File: src/rtl/demux32_buffered_if.sv
// Bundle between one result producer and the two consumer channels of demux32_buffered.
// Latency: none (wires only).
// Backpressure: valid/ready on the input side and on each output channel.
//
// Ports / signals:
//   in_valid, in_ready, sel, in_data       producer side (sel: 0 = A, 1 = B)
//   outA_valid/ready/data, levelA          channel A head word and occupancy
//   outB_valid/ready/data, levelB          channel B head word and occupancy
// Modports: master = producer/consumer side, slave = the demux itself.
interface demux32_buffered_if #(
    parameter int WIDTH = 32,
    parameter int DEPTH = 2
);
    logic                     in_valid;
    logic                     in_ready;
    logic                     sel;
    logic [WIDTH-1:0]         in_data;

    logic                     outA_valid;
    logic                     outA_ready;
    logic [WIDTH-1:0]         outA_data;
    logic [$clog2(DEPTH):0]   levelA;

    logic                     outB_valid;
    logic                     outB_ready;
    logic [WIDTH-1:0]         outB_data;
    logic [$clog2(DEPTH):0]   levelB;

    modport master (
        output in_valid, sel, in_data, outA_ready, outB_ready,
        input  in_ready, outA_valid, outA_data, levelA,
               outB_valid, outB_data, levelB
    );

    modport slave (
        input  in_valid, sel, in_data, outA_ready, outB_ready,
        output in_ready, outA_valid, outA_data, levelA,
               outB_valid, outB_data, levelB
    );
endinterface

File: src/rtl/demux32_buffered.sv
// Steers each producer word to channel A or B (by sel), each channel buffered by its own FIFO.
// Latency: a word pushed at edge N is visible at the channel head in cycle N+1 (fall-through from registers).
// Backpressure: in_ready drops when the selected channel is full; a stalled channel never blocks the other.
//
// Ports:
//   clk      rising-edge clock
//   rst      synchronous reset, active-high (pointers/levels cleared, storage kept)
//   bus      demux32_buffered_if.slave (producer handshake, two consumer channels, levels)

// One channel: circular buffer with head/tail pointers and an explicit level
// so that full (level == DEPTH) and empty (level == 0) are unambiguous.
module demux32_buffered_chan #(
    parameter int WIDTH = 32,
    parameter int DEPTH = 2
) (
    input  logic                   clk,
    input  logic                   rst,
    input  logic                   push,
    input  logic [WIDTH-1:0]       wr_data,
    output logic                   full,
    output logic                   valid,
    input  logic                   ready,
    output logic [WIDTH-1:0]       data,
    output logic [$clog2(DEPTH):0] level
);
    localparam int AW = $clog2(DEPTH);
    localparam logic [AW:0] FULL_LVL = (AW + 1)'(DEPTH);

    logic [WIDTH-1:0] mem [DEPTH];
    logic [AW-1:0]    head;
    logic [AW-1:0]    tail;
    logic             pop;

    assign full  = (level == FULL_LVL);
    assign valid = (level != '0);
    assign pop   = valid && ready;
    // Empty channel presents zero rather than stale storage.
    assign data  = valid ? mem[head] : '0;

    // DEPTH is a power of two, so natural pointer overflow is the modulo wrap.
    always_ff @(posedge clk) begin
        if (rst) begin
            head  <= '0;
            tail  <= '0;
            level <= '0;
        end else begin
            if (push) tail <= tail + 1'b1;
            if (pop)  head <= head + 1'b1;
            if (push && !pop)
                level <= level + 1'b1;
            else if (!push && pop)
                level <= level - 1'b1;
        end
    end

    // Storage is deliberately not reset; only writes are suppressed during rst.
    always_ff @(posedge clk) begin
        if (push && !rst)
            mem[tail] <= wr_data;
    end
endmodule

module demux32_buffered #(
    parameter int WIDTH = 32,
    parameter int DEPTH = 2
) (
    input  logic               clk,
    input  logic               rst,
    demux32_buffered_if.slave  bus
);
    logic full_a;
    logic full_b;
    logic push_a;
    logic push_b;

    // Ready looks only at the selected channel's own fill level; a pop in
    // the same cycle does not open a slot for a push (no pass-through).
    assign bus.in_ready = bus.sel ? !full_b : !full_a;
    assign push_a       = bus.in_valid && bus.in_ready && !bus.sel;
    assign push_b       = bus.in_valid && bus.in_ready &&  bus.sel;

    demux32_buffered_chan #(.WIDTH(WIDTH), .DEPTH(DEPTH)) u_chan_a (
        .clk     (clk),
        .rst     (rst),
        .push    (push_a),
        .wr_data (bus.in_data),
        .full    (full_a),
        .valid   (bus.outA_valid),
        .ready   (bus.outA_ready),
        .data    (bus.outA_data),
        .level   (bus.levelA)
    );

    demux32_buffered_chan #(.WIDTH(WIDTH), .DEPTH(DEPTH)) u_chan_b (
        .clk     (clk),
        .rst     (rst),
        .push    (push_b),
        .wr_data (bus.in_data),
        .full    (full_b),
        .valid   (bus.outB_valid),
        .ready   (bus.outB_ready),
        .data    (bus.outB_data),
        .level   (bus.levelB)
    );
endmodule

File: src/flat_wrapper.sv
// flat-port wrapper written by rule: the top's interface ports become plain ports
module demux32_buffered_flat 
#(
    parameter int WIDTH = 32,
    parameter int DEPTH = 2
)
  (clk, rst, bus_in_valid, bus_sel, bus_in_data, bus_outA_ready, bus_outB_ready, bus_in_ready, bus_outA_valid, bus_outA_data, bus_levelA, bus_outB_valid, bus_outB_data, bus_levelB);
  demux32_buffered_if #(.WIDTH(WIDTH), .DEPTH(DEPTH)) bus_i ();
  input  logic clk;
  input  logic rst;
  input wire logic [$bits(bus_i.in_valid)-1:0] bus_in_valid;
  input wire logic [$bits(bus_i.sel)-1:0] bus_sel;
  input wire logic [$bits(bus_i.in_data)-1:0] bus_in_data;
  input wire logic [$bits(bus_i.outA_ready)-1:0] bus_outA_ready;
  input wire logic [$bits(bus_i.outB_ready)-1:0] bus_outB_ready;
  output wire logic [$bits(bus_i.in_ready)-1:0] bus_in_ready;
  output wire logic [$bits(bus_i.outA_valid)-1:0] bus_outA_valid;
  output wire logic [$bits(bus_i.outA_data)-1:0] bus_outA_data;
  output wire logic [$bits(bus_i.levelA)-1:0] bus_levelA;
  output wire logic [$bits(bus_i.outB_valid)-1:0] bus_outB_valid;
  output wire logic [$bits(bus_i.outB_data)-1:0] bus_outB_data;
  output wire logic [$bits(bus_i.levelB)-1:0] bus_levelB;
  assign bus_i.in_valid = bus_in_valid;
  assign bus_i.sel = bus_sel;
  assign bus_i.in_data = bus_in_data;
  assign bus_i.outA_ready = bus_outA_ready;
  assign bus_i.outB_ready = bus_outB_ready;
  assign bus_in_ready = bus_i.in_ready;
  assign bus_outA_valid = bus_i.outA_valid;
  assign bus_outA_data = bus_i.outA_data;
  assign bus_levelA = bus_i.levelA;
  assign bus_outB_valid = bus_i.outB_valid;
  assign bus_outB_data = bus_i.outB_data;
  assign bus_levelB = bus_i.levelB;
  demux32_buffered #(.WIDTH(WIDTH), .DEPTH(DEPTH)) u_core (.clk(clk), .rst(rst), .bus(bus_i));
endmodule
File: config.mk
export PLATFORM = sky130hd
export DESIGN_NAME = demux32_buffered_flat
export DESIGN_NICKNAME = d
export VERILOG_FILES = /design/src/rtl/demux32_buffered_if.sv /design/src/rtl/demux32_buffered.sv /design/src/flat_wrapper.sv
export SDC_FILE = /design/constraint.sdc
export NUM_CORES = 1
export LEC_CHECK = 0
export ABC_AREA = 1
export CORE_AREA = 5 5 114 116
export DETAILED_ROUTE_END_ITERATION = 7
export DIE_AREA = 0 0 119 121
export GPL_ROUTABILITY_DRIVEN = 0
export MAX_ROUTING_LAYER = met4
export PLACE_DENSITY = 0.83
export SLEW_MARGIN = 20
export SYNTH_ARGS = -nofsm -noshare
export SYNTH_HDL_FRONTEND = slang
export SYNTH_SLANG_ARGS = --single-unit
File: constraint.sdc
create_clock -name clk -period 4.1 [get_ports clk]
set_clock_uncertainty 0.05 [all_clocks]
set_input_delay 1.025 -clock clk [delete_from_list [all_inputs] [get_ports clk]]
set_output_delay 1.025 -clock clk [all_outputs]
set_load 0.01 [all_outputs]
Word-level counts from Yosys, hierarchy flattened
Memory sizes are Yosys's and may differ from the RTL's. A register that Yosys moved wholly into a read port is not among the register bits.
Index checks and enable logic that the tools add are counted.
Storage, ports and cells
  register bits: 8
  memory bits (writable): 128
  input bits: 38
  output and inout bits: 71
  word-level logic and storage cells: 56
  memories: 2
Memories
  u_core.u_chan_a.mem: depth 2, width 32, read ports 1, clocked after Yosys merged registers in 1, wr ports 1, line demux32_buffered.sv:29  | logic [WIDTH-1:0] mem [DEPTH];
  u_core.u_chan_b.mem: depth 2, width 32, read ports 1, clocked after Yosys merged registers in 1, wr ports 1, line demux32_buffered.sv:29
Cells by class
  add/subtract/negate cells: 8
  eq/ne operators: 2
  muxes and demuxes: 15
  reduce and logical (&&, ||, !) cells: 23
Operator list (count)
  two-way mux 32 bit: 2
  logical AND 1 bit: 11
  two-way mux 1 bit: 9
  zero test 1 bit: 8
  two-way mux 2 bit: 4
  nonzero test 2 bit: 4
  adder 1 bit, second input constant: 4
  adder 2 x 1 -> 2 bit, second input constant: 2
  == test 2 bit, second input constant: 2
  subtractor 2 x 1 -> 2 bit, second input constant: 2

Longest topological paths before layout
Gate-level depths: netlist (run 1).
  word-level depth: 9
  mapped depth: 10

Hierarchy
From an unflattened synthesis (run 1), not the netlist that was laid out.
Unflattened totals
  cells, all modules: 425
  area, all modules: 5336.4 um2
By module, submodules not included
  demux32_buffered_chan: times used 2, cells each 208, area each 2648.8 um2, sequential area each 2021.9 um2
  demux32_buffered: times used 1, cells each 9, area each 38.8 um2, sequential area each 0.0 um2

Worst setup path before layout (run 1)
No wires, ideal clock.
  path kind: input -> register
  start point: input port bus_sel
  end point: memory u_core.u_chan_a.mem[1][0], enable pin
  library setup time: 0.461 ns
  arrival time: 3.436 ns
  slack: 0.153 ns
  cell stages on the path: 3
  path buffers: 0
  cells stage by stage: inv_1 -> o211ai_2 -> nor3_1
On the way
  word-level cells in the longest chain between the ends: 6
  elaborated cells on any way between the ends: 7
  those cells by class: 3 x mux; 4 x reduce/logical
Ends and longest elaborated chain
  from (decl): line flat_wrapper.sv:12  | input wire logic [$bits(bus_i.sel)-1:0] bus_sel;
  two-way mux 1 bit: line demux32_buffered.sv:78  | assign bus.in_ready = bus.sel ? !full_b : !full_a;
  logical AND 1 bit: line demux32_buffered.sv:79  | assign push_a = bus.in_valid && bus.in_ready && !bus.sel;
  logical AND 1 bit (*): line demux32_buffered.sv:79
  logical AND 1 bit (*): line demux32_buffered.sv:58  | if (push && !rst)
  two-way mux 1 bit (*): line demux32_buffered.sv:58
  two-way mux 1 bit (implied by the code) (*): line demux32_buffered.sv:59  | mem[tail] <= wr_data;
  to (decl): line demux32_buffered.sv:29
Mark *: on every way between the ends. The rest lies on a longest branch, timed or not.

==> impl_metrics.yaml, run 1 <==
global_routing:
  grt_usage: 0.1835
  grt_max_degree: 34
  grt_pass1_wl_um: 19620
  grt_pass1_vias: 3773
  grt.overflow.total: 0
  antenna_found_initial: 0
timing:
  tightest_slew_ps: 940.5
  relSlewSlack: 0.3715
  rsz0062_at_grt: "false"
  layout_min_cycle_time_ps: 3454
  setup-tns-final_ps: 0
  drv_slew: 0
  finalHoldViolCount: 0
  layout_setup_ws_ps: 646.0
  finalCritPeriodShare: 0.8424
  fmax_ghz: 0.2895
  setup_violations: 0
routing:
  drc: 0
  drtIter0Drc: 250
  firstDrtPassIters: 5
  wl_um: 12560
  dr_wl_met2_um: 6434
  dr_total_vias: 3579
  via_per_inst: 5.172
  wl_met1_um: 5348
  ant_nets: 0
  drt-wirelength-per-cell_um: 18.14
  maxUsedRoutingLayer: "met4"
  route.met3.wl_um: 565
worst_setup_path:
  slowest_delay_ps: 580
  crit_path_end_kind: "primary output"
  path_cells: "inv_2 > nand2_1 > a21oi_1 > clkdlybuf4s50_1"
  worstPathArrival_ps: 2380
  critPathRequiredTime_ps: 3020
  crit_type: "reg -> out"
  cp_num_buf_inv: 2
  cp_top_family: "buffers and inverters"
  path_max_fanout: 32
  critPathLaunchType: "flop"
  crit_slowest_cell: "clkdlybuf4s50_1"
  reg2reg_from: "u_core.u_chan_b.level[0]"
yosys:
  yosys.area.top_type_share: 0.7273
  synthTopCellsByArea: "edfxtp_1 73%, nand2_1 10%, a21oi_1 6.6%"
  syn-num-nets: 459
  yosysTopAreaCell: "edfxtp_1"
  netlist_area_um2: 5285
  post_synth_num_cell_types: 14
  ys_ff_latch: 138
  ys_seq_area_frac: 0.7652
  avgSynthCellArea_um2: 12.61
  synth_cells: 419
  yosysWarnings: 0
die:
  fp-row-count: 40
  start_util: 0.4475
  die_area_um2: 14400
  core_area_um2: 11810
  die_x_um: 119
  ios: 109
  die_h_um: 121
clock_tree:
  cts-htree-levels: 4
  cts_tree: "done"
  cts_buffer_depth: 2
  hold_buffers: 0
  postCtsSetupRepairBufs: 0
  clock_latency_ps: 410
  cts_resized: 0
  cts_sinks: 138
  cts_made_buffers: 17
  cts-root-buf: "clkbuf_16"
  clk_pin_slew_ps: 60
cells_and_area:
  final_cells: 692
  final_common_cell: "nand2_1"
  final_area_um2: 7161
  final_core_util: 0.6063
  syn_to_final_growth_pct: 35.49
  drive_above_1_share: 0.09541
  diodes: 0
  nNetsFinal: 572
  final_cell_mix: "147 x nand2_1, 128 x edfxtp_1, 108 x clkdlybuf4s50_1"
power:
  pwr-share-clk: 0.368
  p_comb_frac: 0.251
  switching_share: 0.2832
  seqPwrFrac: 0.381
  max-vdd-ir-drop_uv: 417.1
  p_int_mw: 3.123
  powerDensity_nw_per_um2: 608.3
  p_leak_nw: 2.517
  switchingPower_mw: 1.234
place:
  dp_cells: 660
  portBuffers: 108
  placed_area_um2: 6535
  place_ws_ps: 670.6
  dp_hpwl_um: 7713
hold_path:
  hold_class: "reg -> reg"
  worstHoldStart: "u_core.u_chan_a.head"
run:
  drv_cap: 0
outcome:
  status: "completed"
layout make-up:
class	instances	area, um^2
Sequential cell	138	4044
Clock buffer	18	429.2
Multi-Input combinational cell	243	1097
Timing Repair Buffer	115	1146
Fill cell	897	4651
Clock inverter	14	196.4
Tap cell	147	183.9
Inverter	17	63.81
power by group through the flow:
stage | Combinational, mW | Clock (mW) | Sequential [mW]
detailed placement | 1.09 | 0 | 1.69
global route | 1.18 | 1.69 | 1.67
floorplan | 0.511 | 0 | 1.67
finish | 1.09 | 1.60 | 1.66
CTS | 1.10 | 1.62 | 1.66
global placement | 1.06 | 0 | 1.68
per-layer routing:
| layer | vias up | track usage |
|---|---|---|
| met5 | - | - |
| met2 | 127 | 0.3002 |
| met1 | 1752 | 0.2201 |
| met3 | 19 | 0.04336 |
| li1 | 1681 | - |
| met4 | 0 | 0.07603 |
Yosys cell counts:
cell and instances:
a21oi_1 70, buf_2 21, dfxtp_1 10, edfxtp_1 128
ha_1 2, inv_1 11, inv_2 6, nand2_1 147
nand3b_1 4, nor2_1 10, nor2_4 2, nor3_1 2
o211ai_2 2, o21ai_0 4
flip-flops by register name, indices dropped and copies added (netlist names), named ones only:
| signal | cells |
|---|---|
| u_core.u_chan_a.head | 1 |
| u_core.u_chan_a.tail | 1 |
| u_core.u_chan_a.level | 2 |
| u_core.u_chan_a.mem | 64 |
| u_core.u_chan_b.level | 2 |
| u_core.u_chan_b.tail | 1 |
| u_core.u_chan_b.mem | 64 |
| u_core.u_chan_b.head | 1 |
logic make-up (layout without fill, tap and decap cells):
kind of cell	after synthesis	in the layout	share of synthesized area
simple gates	165	165	0.1233
compound gates	76	76	0.07481
buf+inv	38	164	0.03196
fa+ha+maj	2	2	0.004734
flops	138	138	0.7652
worst min-delay path, stage by stage, from the launching register on:
cell	delay, ps
dfxtp_1	310
nand2_1	80
a21oi_1	60
path summary, 6_finish.rpt:
path / endpoint / slack (ps) / depth (start not counted)
worst min register to register: u_core.u_chan_a.head / 450 / 2
worst min-delay path: u_core.u_chan_a.head / 450 / 2
worst max register to register: u_core.u_chan_b.level[1] / 1950 / 7
worst max-delay path: bus_outB_data[28] / 650 / 4
through the flow:
step,hold WS [ps],power (mW)
2_1_floorplan,406.3,2.184
3_3_place_gp,420.8,2.743
3_5_place_dp,434.8,2.783
4_1_cts,444.6,4.381
5_1_grt,468.2,4.540
6_report,448.6,4.356
No activity file was read; power rests on OpenSTA's default activity.
==> run 2, diff against run 1 <==
Settings changed: CORE_AREA 5 5 114 116 to 5 5 108 110, DIE_AREA 0 0 119 121 to 0 0 113 115, PLACE_DENSITY 0.83 to 0.88.
Clock period 4.1 ns to 3.35 ns, I/O delays scaled along.
==> run 2 against run 1 <==
Net effect: flip-flop and latch count stayed put; clock power is 14% higher; critical path depth is 1 lower; via count is 0.81% lower; non-clock buffer count is 1 higher; sequential share of layout area is 0.14 points higher; first-iteration DRC count is 18% higher; setup slack worse by 520 ps; hold slack hardly changed; global-route usage is 1.6 points higher; sequential power is 22% higher; critical path type unchanged.
==> impl_metrics.yaml, run 2 (synthesized netlist as in run 1, its figures left out) <==
hold_path:
  hold_class: "reg -> reg"
  hold_depth: 2
timing:
  rsz0062_at_grt: "false"
  finalHoldViolCount: 0
  relSlewSlack: 0.3953
  drv_slew: 0
  fmax_ghz: 0.3106
  layout_min_cycle_time_ps: 3220
  finalCritPeriodShare: 0.9612
  setup_violations: 0
  tightest_slew_ps: 904.9
  setup-tns-final_ps: 0
clock_tree:
  cts_buffer_depth: 2
  cts-root-buf: "clkbuf_8"
  clk_pin_slew_ps: 60
  cts_tree: "done"
  cts_made_buffers: 17
  cts-htree-levels: 4
  cts_sinks: 138
  hold_buffers: 0
  postCtsSetupRepairBufs: 0
  clock_latency_ps: 510
worst_setup_path:
  critPathLaunchType: "flop"
  cp_num_buf_inv: 1
  path_max_fanout: 33
  regToRegEndpoint: "u_core.u_chan_b.level[1]"
  path_depth: 3
  path_cells: "nor2_4 > a21oi_1 > clkdlybuf4s50_1"
  reg2reg_from: "u_core.u_chan_b.level[0]"
  worstRegToRegCells: 7
  critPathRequiredTime_ps: 2460
  crit_slowest_cell: "nor2_4"
  slowest_delay_ps: 720
  worstPathArrival_ps: 2330
  reg2reg_setup_slack_ps: 1220
  crit_path_end_kind: "primary output"
  startpoint: "u_core.u_chan_b.level[0]"
  crit_type: "reg -> out"
  endpoint: "bus_outB_data[24]"
  cp_top_family: "simple AND/OR/NAND/NOR gates"
global_routing:
  grt_usage: 0.1991
  grt_pass1_vias: 3718
  grt.overflow.total: 0
  grt_max_degree: 34
  grt_pass1_wl_um: 18890
  antenna_found_initial: 0
place:
  portBuffers: 108
  dp_hpwl_um: 7500
  dp_cells: 654
cells_and_area:
  fill_cells: 740
  final_common_cell: "nand2_1"
  final_cell_mix: "147 x nand2_1, 128 x edfxtp_1, 108 x clkdlybuf4s50_1"
  diodes: 0
  syn_to_final_growth_pct: 35.20
  nNetsFinal: 573
  final_cells: 686
  largest_registers: "u_core.u_chan_a.mem: 64 flops, u_core.u_chan_b.mem: 64 flops"
  drive_above_1_share: 0.1007
power:
  p_leak_nw: 2.533
  switching_share: 0.2856
  powerDensity_nw_per_um2: 724.5
  p_comb_frac: 0.259
  pwr-share-clk: 0.351
  switchingPower_mw: 1.478
  seqPwrFrac: 0.391
  max-vdd-ir-drop_uv: 524.3
  p_int_mw: 3.698
die:
  start_util: 0.4985
  fp-row-count: 38
  die_x_um: 113
  core_area_um2: 10600
  die_area_um2: 13000
  die_h_um: 115
  ios: 109
run:
  drv_cap: 0
routing:
  drtIter0Drc: 295
  ant_nets: 0
  wl_um: 12170
  via_per_inst: 5.175
  drt-wirelength-per-cell_um: 17.73
  maxUsedRoutingLayer: "met4"
  drc: 0
  firstDrtPassIters: 5
  dr_wl_met2_um: 6369
  dr_total_vias: 3550
  wl_met1_um: 4740
  route.met3.wl_um: 791
outcome:
  status: "completed"
==> run 2: changes by cell type in the layout (fill, tap and decap cells not counted), moves of 2 or more <==
cell	before	now
clkbuf_8	0	4
clkinv_4	1	4
clkinvlp_4	6	3
bufinv_16	4	2
nor3_2	2	0
nor3_4	0	2
==> run 2: power by group through the flow <==
| stage | logic (mW) | clock network [mW] | registers [mW] |
|---|---|---|---|
| after floorplan | 0.627 | 0 | 2.05 |
| after global placement | 1.30 | 0 | 2.05 |
| after detailed placement | 1.34 | 0 | 2.05 |
| after CTS | 1.35 | 1.84 | 2.02 |
| after global routing | 1.44 | 1.92 | 2.03 |
| final | 1.34 | 1.82 | 2.02 |
==> run 2: what timing repair did <==
| item | in CTS | in global routing |
|---|---|---|
| setup endpoints to repair | 0 | 19 |
| hold endpoints to repair | 0 | 0 |
| gates resized for setup | 0 | 3 |
==> run 2: tightest hold or removal path, delay by kind of cell, from the launching register on <==
family | cells | cell delay, ps
flip-flops | 1 | 310
AND/OR/NAND/NOR | 1 | 80
AO/OA/AOI/OAI | 1 | 60
==> run 2: worst min-delay path by stage <==
stage                         startpoint                    to  slack, ps
global route        u_core.u_chan_b.head  u_core.u_chan_b.head        490
finish              u_core.u_chan_b.head  u_core.u_chan_b.head        450
CTS                 u_core.u_chan_b.head  u_core.u_chan_b.head        450
detailed placement  u_core.u_chan_b.head  u_core.u_chan_b.head        440
floorplan           u_core.u_chan_b.head                  flop        410
global placement    u_core.u_chan_a.head  u_core.u_chan_a.head        420
==> run 2: layout make-up <==
cell class	count	area (um^2)	share of cell area
clock inverters	12	140.1	0.01961
repair buffers	116	1154	0.1614
inverters	17	66.31	0.009280
flip-flops and latches	138	4045	0.5661
clock buffers	20	455.4	0.06374
well taps	140	175.2	0.02451
multi-input cells	243	1110	0.1553
==> run 2: routing by layer <==
layer / GRT usage / vias up
met5: - / -
met4: 0.06891 / 0
met3: 0.06105 / 22
met2: 0.3404 / 128
met1: 0.2227 / 1718
li1: - / 1682
==> run 2: through the flow <==
stage               total power, mW  area [um^2]  setup slack (ps)  hold slack [ps]    util
detailed placement            3.392         6546             329.9            441.7  0.6174
floorplan                     2.674         5295             322.6            406.3       -
global route                  5.399         7146             11.97            485.2  0.6739
CTS                           5.215         7142             31.92            453.5  0.6736
finish                        5.177         7146             130.1            448.7  0.6739
global placement              3.352         6546             365.2            417.9  0.6174
==> run 3, diff against run 2 <==
Settings changed: ABC_AREA 1 to not set, GPL_ROUTABILITY_DRIVEN 0 to 1.
==> run 3 against run 2 <==
Net effect: utilization grew 0.72 points; via count fell by 15%; hold slack improved by 20 ps; sequential power up 5%; flip-flop and latch count stayed put.
==> impl_metrics.yaml, run 3 <==
outcome:
  status: "completed"
timing:
  finalCritPeriodShare: 0.9509
  fmax_ghz: 0.3139
  rsz0062_at_grt: "false"
  layout_setup_ws_ps: 164.5
  relSlewSlack: 0.4288
  layout_min_cycle_time_ps: 3185
  setup-tns-final_ps: 0
  setup_violations: 0
  drv_slew: 0
  finalHoldViolCount: 0
  tightest_slew_ps: 854.8
power:
  pwr-share-clk: 0.298
  max-vdd-ir-drop_uv: 682.1
  seqPwrFrac: 0.357
  switchingPower_mw: 1.771
  p_total_mw: 5.969
  p_leak_nw: 2.408
  p_int_mw: 4.197
  p_comb_frac: 0.345
  powerDensity_nw_per_um2: 826.5
  switching_share: 0.2968
worst_setup_path:
  crit_type: "reg -> out"
  cp_num_buf_inv: 1
  critPathRequiredTime_ps: 2460
  critPathLaunchType: "flop"
  slowest_delay_ps: 680
  crit_slowest_cell: "nor2_4"
  reg2reg_setup_slack_ps: 1250
  reg2reg_from: "u_core.u_chan_a.level[1]"
  path_max_fanout: 33
  regToRegEndpoint: "u_core.u_chan_a.level[1]"
  worstPathArrival_ps: 2300
  cp_top_family: "simple AND/OR/NAND/NOR gates"
  worstRegToRegCells: 5
  crit_path_end_kind: "primary output"
  path_cells: "nor2_4 > nor2_1 > clkdlybuf4s50_1"
die:
  fp-row-count: 38
  core_area_um2: 10600
  start_util: 0.4985
  ios: 109
  die_area_um2: 13000
  die_x_um: 113
  die_h_um: 115
place:
  dp_hpwl_um: 6926
  portBuffers: 108
  gp_congestion: 0.7620
  place_ws_ps: 388.0
routing:
  drt-wirelength-per-cell_um: 17.54
  drc: 0
  via_per_inst: 4.997
  drtIter0Drc: 184
  wl_um: 10560
  ant_nets: 0
  firstDrtPassIters: 5
  dr_total_vias: 3008
clock_tree:
  cts-htree-levels: 4
  cts_made_buffers: 17
  cts_sinks: 138
  postCtsSetupRepairBufs: 0
  cts_resized: 0
  cts-root-buf: "clkbuf_8"
  clock_latency_ps: 520
  cts_tree: "done"
  clk_pin_slew_ps: 60
  hold_buffers: 0
  cts_buffer_depth: 2
cells_and_area:
  drive_above_1_share: 0.1041
  syn_to_final_growth_pct: 36.65
  nNetsFinal: 488
  multi_input_area_um2: 1191
  final_common_cell: "edfxtp_1"
  final_cell_mix: "128 x edfxtp_1, 108 x clkdlybuf4s50_1, 70 x nor2_1"
  largest_registers: "u_core.u_chan_a.mem: 64 flops, u_core.u_chan_b.mem: 64 flops"
  register_area_um2: 4046
  fill_cells: 711
global_routing:
  grt_pass1_vias: 3247
  grt.overflow.total: 0
  grt_usage: 0.1731
  grt_max_degree: 34
  grt_pass1_wl_um: 16410
  antenna_found_initial: 1
yosys:
  avgSynthCellArea_um2: 16.31
  synth_ff_type: "edfxtp_1"
  synthAdderAreaFrac: 0.004735
  synth_top_family_by_area: "multiplexers"
  synth-xor-area-share: 0.009943
  yosys.area.top_type_share: 0.7273
  synth.most_common_cell: "edfxtp_1"
  synth_edf_count: 128
  synth-simple-area-share: 0.06913
  yosysWarnings: 0
  syn-num-nets: 364
  synth_cells: 324
  netlist_area_um2: 5285
  synth_compound_area_frac: 0.008286
  synthTopCellsByArea: "edfxtp_1 73%, mux2i_1 12%, nor2_1 5.3%"
  post_synth_num_cell_types: 22
  synthArstFlopShare: 0
  ys_ff_latch: 138
  muxShareOfSynthArea: 0.1231
  ys_seq_area_frac: 0.7652
  yosysTopAreaCell: "edfxtp_1"
  synth_top_cells_by_count: "128 x edfxtp_1, 74 x nor2_1, 65 x mux2i_1"
hold_path:
  hold_class: "reg -> reg"
  worstHoldStart: "u_core.u_chan_b.head"
  hold_end: "u_core.u_chan_b.head"
  hold_depth: 2
run:
  drv_cap: 0
-- run 3: cell families (layout without fill, tap and decap cells) --
family	count (synthesis)	count (layout)
AOI/OAI and AO/OA	8	8
xor gates and xnor gates	6	6
adders and majority gates	2	2
buffers and inverters	19	156
DFF	138	138
muxes	65	65
other	0	1
and+or+nand+nor	86	86
-- run 3: worst min-delay path: stages (launching register included) --
cell and delay, ps:
dfxtp_1 320, xor2_1 80, nor2_1 80
-- run 3: stage by stage --
stage | cells | hold WS (ps) | area [um^2] | utilization
detailed placement | 569 | 458.8 | 6649 | 0.6271
CTS | 601 | 472.3 | 7219 | 0.6809
floorplan | 324 | 415.1 | 5291 | -
global placement | 569 | 437.4 | 6649 | 0.6271
finish | 602 | 468.6 | 7222 | 0.6811
global route | 602 | 489.2 | 7222 | 0.6811
-- run 3: how the worst max path moves through the flow --
stage                                   from                   endpoint  slack (ps)  depth (start not counted)
floorplan                                rst  u_core.u_chan_a.mem[1][0]          20                          2
global placement                     bus_sel               bus_in_ready         390                          3
detailed placement                   bus_sel               bus_in_ready         390                          3
CTS                 u_core.u_chan_a.level[0]           bus_outA_data[3]         130                          3
global route        u_core.u_chan_a.level[0]           bus_outA_data[3]          20                          3
finish              u_core.u_chan_a.level[0]          bus_outA_data[17]         160                          3
-- run 3: area by class of cell --
cell class / instances / area share
diodes: 1 / 0.0003465
clock buffers: 17 / 0.05735
clock inverters: 15 / 0.02166
inverters: 4 / 0.002079
multi-input cells: 167 / 0.1649
flip-flops and latches: 138 / 0.5603
well taps: 140 / 0.02426
repair buffers: 120 / 0.1691
-- run 3: metal layers --
| metal | up-vias | wire (um) | track usage |
|---|---|---|---|
| met5 | - | 0 | - |
| li1 | 1442 | - | - |
| met3 | 14 | 551 | 0.04474 |
| met1 | 1458 | 4419 | 0.1965 |
| met2 | 94 | 5405 | 0.2946 |
| met4 | 0 | 183 | 0.06891 |
-- run 3: power groups by stage --
| stage | Clock (mW) | Combinational [mW] | Sequential, mW |
|---|---|---|---|
| 3_3_place_gp | 0 | 2.04 | 2.16 |
| 6_report | 1.78 | 2.06 | 2.13 |
| 3_5_place_dp | 0 | 2.09 | 2.17 |
| 2_1_floorplan | 0 | 1.04 | 2.10 |
| 5_1_grt | 1.88 | 2.21 | 2.15 |
| 4_1_cts | 1.81 | 2.10 | 2.13 |
